<file path="config.mk">
export PLATFORM = sky130hd
export DESIGN_NAME = serial_addsub
export DESIGN_NICKNAME = d
export VERILOG_FILES = /design/src/rtl/serial_addsub.sv
export SDC_FILE = /design/constraint.sdc
export NUM_CORES = 1
export LEC_CHECK = 0
export ABC_CLOCK_PERIOD_IN_PS = 4100
export CAP_MARGIN = 10
export CORE_MARGIN = 1.5
export CORE_UTILIZATION = 30
export CTS_BUF_LIST = sky130_fd_sc_hd__clkbuf_8
export DETAILED_ROUTE_END_ITERATION = 8
export PLACE_DENSITY = 0.48
export SYNTH_ARGS = -nofsm -noshare
export SYNTH_HDL_FRONTEND = slang
export SYNTH_SLANG_ARGS = --single-unit
</file>
<file path="constraint.sdc">
create_clock -name clk -period 4.1 [get_ports clk]
set_input_delay 0.41 -clock clk [delete_from_list [all_inputs] [get_ports clk]]
set_output_delay 0.41 -clock clk [all_outputs]
set_load 0.01 [all_outputs]
</file>
<file path="src/rtl/serial_addsub.sv">
// serial_addsub: digit-serial add/subtract with start/done handshake.
// Ports: clk, rst_n (sync, active-low), start, sub, a, b -> ready, done,
//   result, cout (carry/borrow), overflow (signed), zero.
module serial_addsub #(
   parameter int WIDTH = 32,
   parameter int DIGIT = 4
) (
   input  logic             clk,
   input  logic             rst_n,
   input  logic             start,
   input  logic             sub,
   input  logic [WIDTH-1:0] a,
   input  logic [WIDTH-1:0] b,
   output logic             ready,
   output logic             done,
   output logic [WIDTH-1:0] result,
   output logic             cout,
   output logic             overflow,
   output logic             zero
);

   localparam int N  = WIDTH / DIGIT;
   localparam int CW = (N > 1) ? $clog2(N) : 1;

   generate
      if (WIDTH < 2 || (WIDTH % DIGIT) != 0) begin : g_bad_params
         $error("serial_addsub: WIDTH must be >= 2 and a multiple of DIGIT");
      end
   endgenerate

   typedef enum logic [1:0] {
      S_IDLE,
      S_RUN,
      S_DONE
   } state_t;

   state_t           state;
   state_t           state_nxt;
   logic [CW-1:0]    cnt;
   logic [WIDTH-1:0] opa;
   logic [WIDTH-1:0] opb;
   logic [WIDTH-1:0] acc;
   logic             mode;
   logic             chain;

   logic [DIGIT-1:0] dig;
   logic [DIGIT:0]   ch;
   logic [WIDTH-1:0] acc_nxt;
   logic             last;
   logic             accept;
   logic             sa;
   logic             sb;
   logic             sr;
   logic             ovf_nxt;

   assign accept = start & ready;
   assign last   = (cnt == CW'(N - 1));

   // Operands shift right each cycle, so the active digit is always
   // the low DIGIT bits; no variable part-select is needed.
   always_comb begin
      ch    = '0;
      dig   = '0;
      ch[0] = chain;
      for (int i = 0; i < DIGIT; i++) begin
         dig[i] = opa[i] ^ opb[i] ^ ch[i];
         if (mode)
            ch[i+1] = (~opa[i] & opb[i]) | (ch[i] & ~(opa[i] ^ opb[i]));
         else
            ch[i+1] = (opa[i] & opb[i]) | (ch[i] & (opa[i] ^ opb[i]));
      end
   end

   // New digit enters at the top; after N cycles acc holds the full word.
   assign acc_nxt = WIDTH'({dig, acc} >> DIGIT);

   // On the final digit the low digit of the shifted operands holds
   // the original MSBs.
   assign sa = opa[DIGIT-1];
   assign sb = opb[DIGIT-1];
   assign sr = dig[DIGIT-1];
   assign ovf_nxt = mode ? ((sa != sb) && (sr != sa))
                         : ((sa == sb) && (sr != sa));

   always_comb begin
      state_nxt = state;
      ready     = 1'b0;
      done      = 1'b0;
      unique case (state)
         S_IDLE: begin
            ready = 1'b1;
            if (start) state_nxt = S_RUN;
         end
         S_RUN: begin
            if (last) state_nxt = S_DONE;
         end
         S_DONE: begin
            ready     = 1'b1;
            done      = 1'b1;
            state_nxt = start ? S_RUN : S_IDLE;
         end
         default: state_nxt = S_IDLE;
      endcase
   end

   always_ff @(posedge clk) begin
      if (!rst_n) state <= S_IDLE;
      else        state <= state_nxt;
   end

   always_ff @(posedge clk) begin
      if (!rst_n) begin
         cnt      <= '0;
         opa      <= '0;
         opb      <= '0;
         acc      <= '0;
         mode     <= 1'b0;
         chain    <= 1'b0;
         result   <= '0;
         cout     <= 1'b0;
         overflow <= 1'b0;
         zero     <= 1'b0;
      end else if (accept) begin
         cnt   <= '0;
         opa   <= a;
         opb   <= b;
         acc   <= '0;
         mode  <= sub;
         chain <= 1'b0;
      end else if (state == S_RUN) begin
         opa   <= opa >> DIGIT;
         opb   <= opb >> DIGIT;
         acc   <= acc_nxt;
         chain <= ch[DIGIT];
         if (!last) cnt <= cnt + 1'b1;
         if (last) begin
            result   <= acc_nxt;
            cout     <= ch[DIGIT];
            overflow <= ovf_nxt;
            zero     <= (acc_nxt == '0);
         end
      end
   end

endmodule

</file>
==> summary.md <==
| Metric | Value |
|---|---|
| Status | finished clean |
| CTS hold repair buffers | 0 |
| Pin count of the biggest net entering global routing | 91 |
| Initial DRC Count | 272 |
| CTS root buffer | clkbuf_8 |
| Dpl ws | 0.649 ns |
| Worst-Margin Slew | 1.14 ns |
| Via count | 4,808 |
| DR WL/cell | 14.4 um |
| Final setup fails | 0 |
| Num CTS Buffers | 17 |
| Worst Reg-to-Reg Cells | 11 |
| # diodes | 0 |
| Pwr Total | 3.04 mW |
| Max-slew violation count | 0 |
| Final core utilization | 39.0% |
| First-pass GRT wire length | 24,100 um |
| FP Rows | 50 |
| Critical path class | reg2reg |
| Die width | 142 um |
| Leakage dissipation | 2.45 nW |
| Initial core utilization | 30.8% |
| GRT Util Overall | 15.3% |
| Startpoint Class | flip-flop |
| Final Non-Filler Cells | 1,028 |
| Multi-input gate area in the final layout | 2750 um^2 |
| Core Region | 18,800 um^2 |
| CTS tree | done |
| Post-synth cell types | 33 |
| Crit path DAT | 3.79 ns |
| Hold WC Path Type | reg2reg |
| Nets | 834 |
| Vias per Instance | 4.68 |
| Syn avg cell area | 8.50 um^2 |
| RSZ-0062 raised after global routing | false |
| CTS max path bufs | 2 |
| Pre-antenna DRT Iters | 4 |
| Hold Vio Cnt, Final | 0 |
| Fillers | 1,935 |
| Syn Nets | 760 |
| Register Area | 2680 um^2 |
| Clk slew on worst S/H paths | 0.07 ns |
| Hold Path Cell Cnt | 2 |
| Fin crit share | 84.1% |
| Yosys top cell by area | dfxtp_1 |
| Worst-skew pair later-pin latency | 0.44 ns |
| Final min period | 3.45 ns |
| Die Ht | 142 um |
| Placed inst area | 6890 um^2 |
| Yosys top cell area share | 46.3% |
| Clock Skews | 0.0125 ns |
| Die Area | 20,100 um^2 |
| Hold WS | 0.457 ns |
| Top Ports | 105 |
| Initial antenna violation count | 0 |
| Critical Path Sink Type | flip-flop |
| CTS sink cnt | 134 |
| Post-route ant nets | 0 |
| Peak supply drop | 0.000181 V |
| RePlAce Congestion | 0.763 |
| Setup WS post-layout | 0.654 ns |
| Setup Fix Bufs, Post-CTS | 0 |
| Synthesized flop and latch total | 134 |
| MaxCap Viol Count | 0 |
| Clock H-tree levels | 4 |
| CP Max Fanout | 4 |
| Post-cts repair resize count | 0 |
| Post-layout instance area | 7350 um^2 |
| Post-Syn Instances | 681 |
| # DRC | 0 |
| Top cells by area, synth | dfxtp_1 46%, nand2_1 15%, a311oi_2 10%, a21oi_1 6.5%, nor2_1 3.8% |
| F_max | 290 MHz |
| Post-Place Cells | 996 |
| Setup TNS | 0 ns |
| Post-detail-place hpwl | 9810 um |
| PwrDens | 413 nW/um^2 |
| Normalized max-slew margin | 24.0% |
| Global route total overflow | 0 |
| Worst Path Required | 4.44 ns |
| WL final | 14,800 um |
| I/O Buffers | 104 |
| Number of global-route vias before repair | 4,827 |
| Syn-to-layout area delta | 27.0% |
| Fraction of layout cells with a size suffix above 1 | 10.9% |
| Sequential area share after synthesis | 46.3% |
| Synth Warn # | 0 |
| Synthesized area | 5790 um^2 |
[cell families after synthesis]
family                   after synthesis  share of synthesized area, %
flip-flops                           134                          46.3
buffers and inverters                 65                          6.37
multiplexers                           4                         0.691
AND/OR/NAND/NOR                      326                          22.4
adder cells (fa/ha/maj)               11                          3.41
AO/OA/AOI/OAI                        138                          20.3
XOR/XNOR                               3                         0.454
[cell type report]
class | instances | share of cell area [%]
multi-input combinational | 482 | 37.4
sequential | 134 | 36.5
timing repair buffer | 111 | 14.9
tap | 260 | 4.42
clock buffer | 21 | 3.93
clock inverter | 11 | 2.43
inverter | 9 | 0.476
[worst paths after layout]
check	from	endpoint	slack, ns
worst max-delay path	opa[0]	zero	0.65
worst min-delay path	result[7]	result[7]	0.46
worst max register to register	opa[0]	zero	0.65
worst min register to register	result[7]	result[7]	0.46
[synth_stat cells]
cell / count
nor2_1: 59
nor2b_1: 1
xnor2_1: 1
a311oi_1: 11
and2b_1: 2
a21oi_1: 75
buf_6: 9
buf_4: 7
xor2_1: 2
buf_2: 25
o21ai_1: 2
dfxtp_1: 134
nand3_1: 11
clkbuf_1: 13
inv_2: 1
o41ai_2: 1
a22oi_1: 5
fa_1: 8
inv_1: 8
a211oi_2: 2
nand2b_1: 1
ha_1: 3
nand4_1: 2
a311oi_2: 40
a211oi_1: 2
nand2_1: 239
nor3b_2: 1
buf_1: 2
nor4_1: 7
nand3b_1: 1
nand2b_4: 1
mux2i_1: 4
and3b_1: 1
[metal layers]
metal | vias up | track usage [%] | wire, um
met2 | 95 | 26.3 | 7160
met3 | 7 | 4.10 | 627
met5 | - | 0 | 0
met1 | 2267 | 18.6 | 6920
li1 | 2439 | - | -
met4 | 0 | 4.67 | 82
[layout by cell type (no fill, tap or decap), types with 2 or more instances in the layout]
cell type	n
buf_4	7
nand4_1	2
nand2_1	239
a211oi_2	2
clkinv_2	3
nand2b_4	2
a211oi_1	2
dfxtp_1	134
clkdlybuf4s50_1	104
a22oi_1	5
nand3_1	11
clkbuf_8	21
a311oi_2	40
mux2i_1	4
nor2_1	59
a21oi_1	75
fa_1	8
o21ai_1	2
a311oi_1	11
bufinv_16	5
nor4_1	7
inv_1	11
ha_1	3
xor2_1	2
[critical path: stages, from the launching register on]
cell and delay, ns:
dfxtp_1 0.38, inv_1 0.08, fa_1 0.39, mux2i_1 0.27, fa_1 0.23, mux2i_1 0.12
fa_1 0.40, mux2i_1 0.27, fa_1 0.53, nor4_1 0.31, nand4_1 0.15, o41ai_2 0.22
[sequential cells by signal (all words and copies together), names as in the netlist, 2 cells and up]
signal	cells
opa	32
opb	32
result	32
acc	28
cnt	3
state	2
[report_power, final]
| group | leakage (nW) | internal [mW] | switching, mW |
|---|---|---|---|
| logic | 1.11 | 0.150 | 0.203 |
| registers | 1.09 | 1.36 | 0.0393 |
| clock network | 0.246 | 0.781 | 0.504 |
No activity file was read; power rests on OpenSTA's default activity.
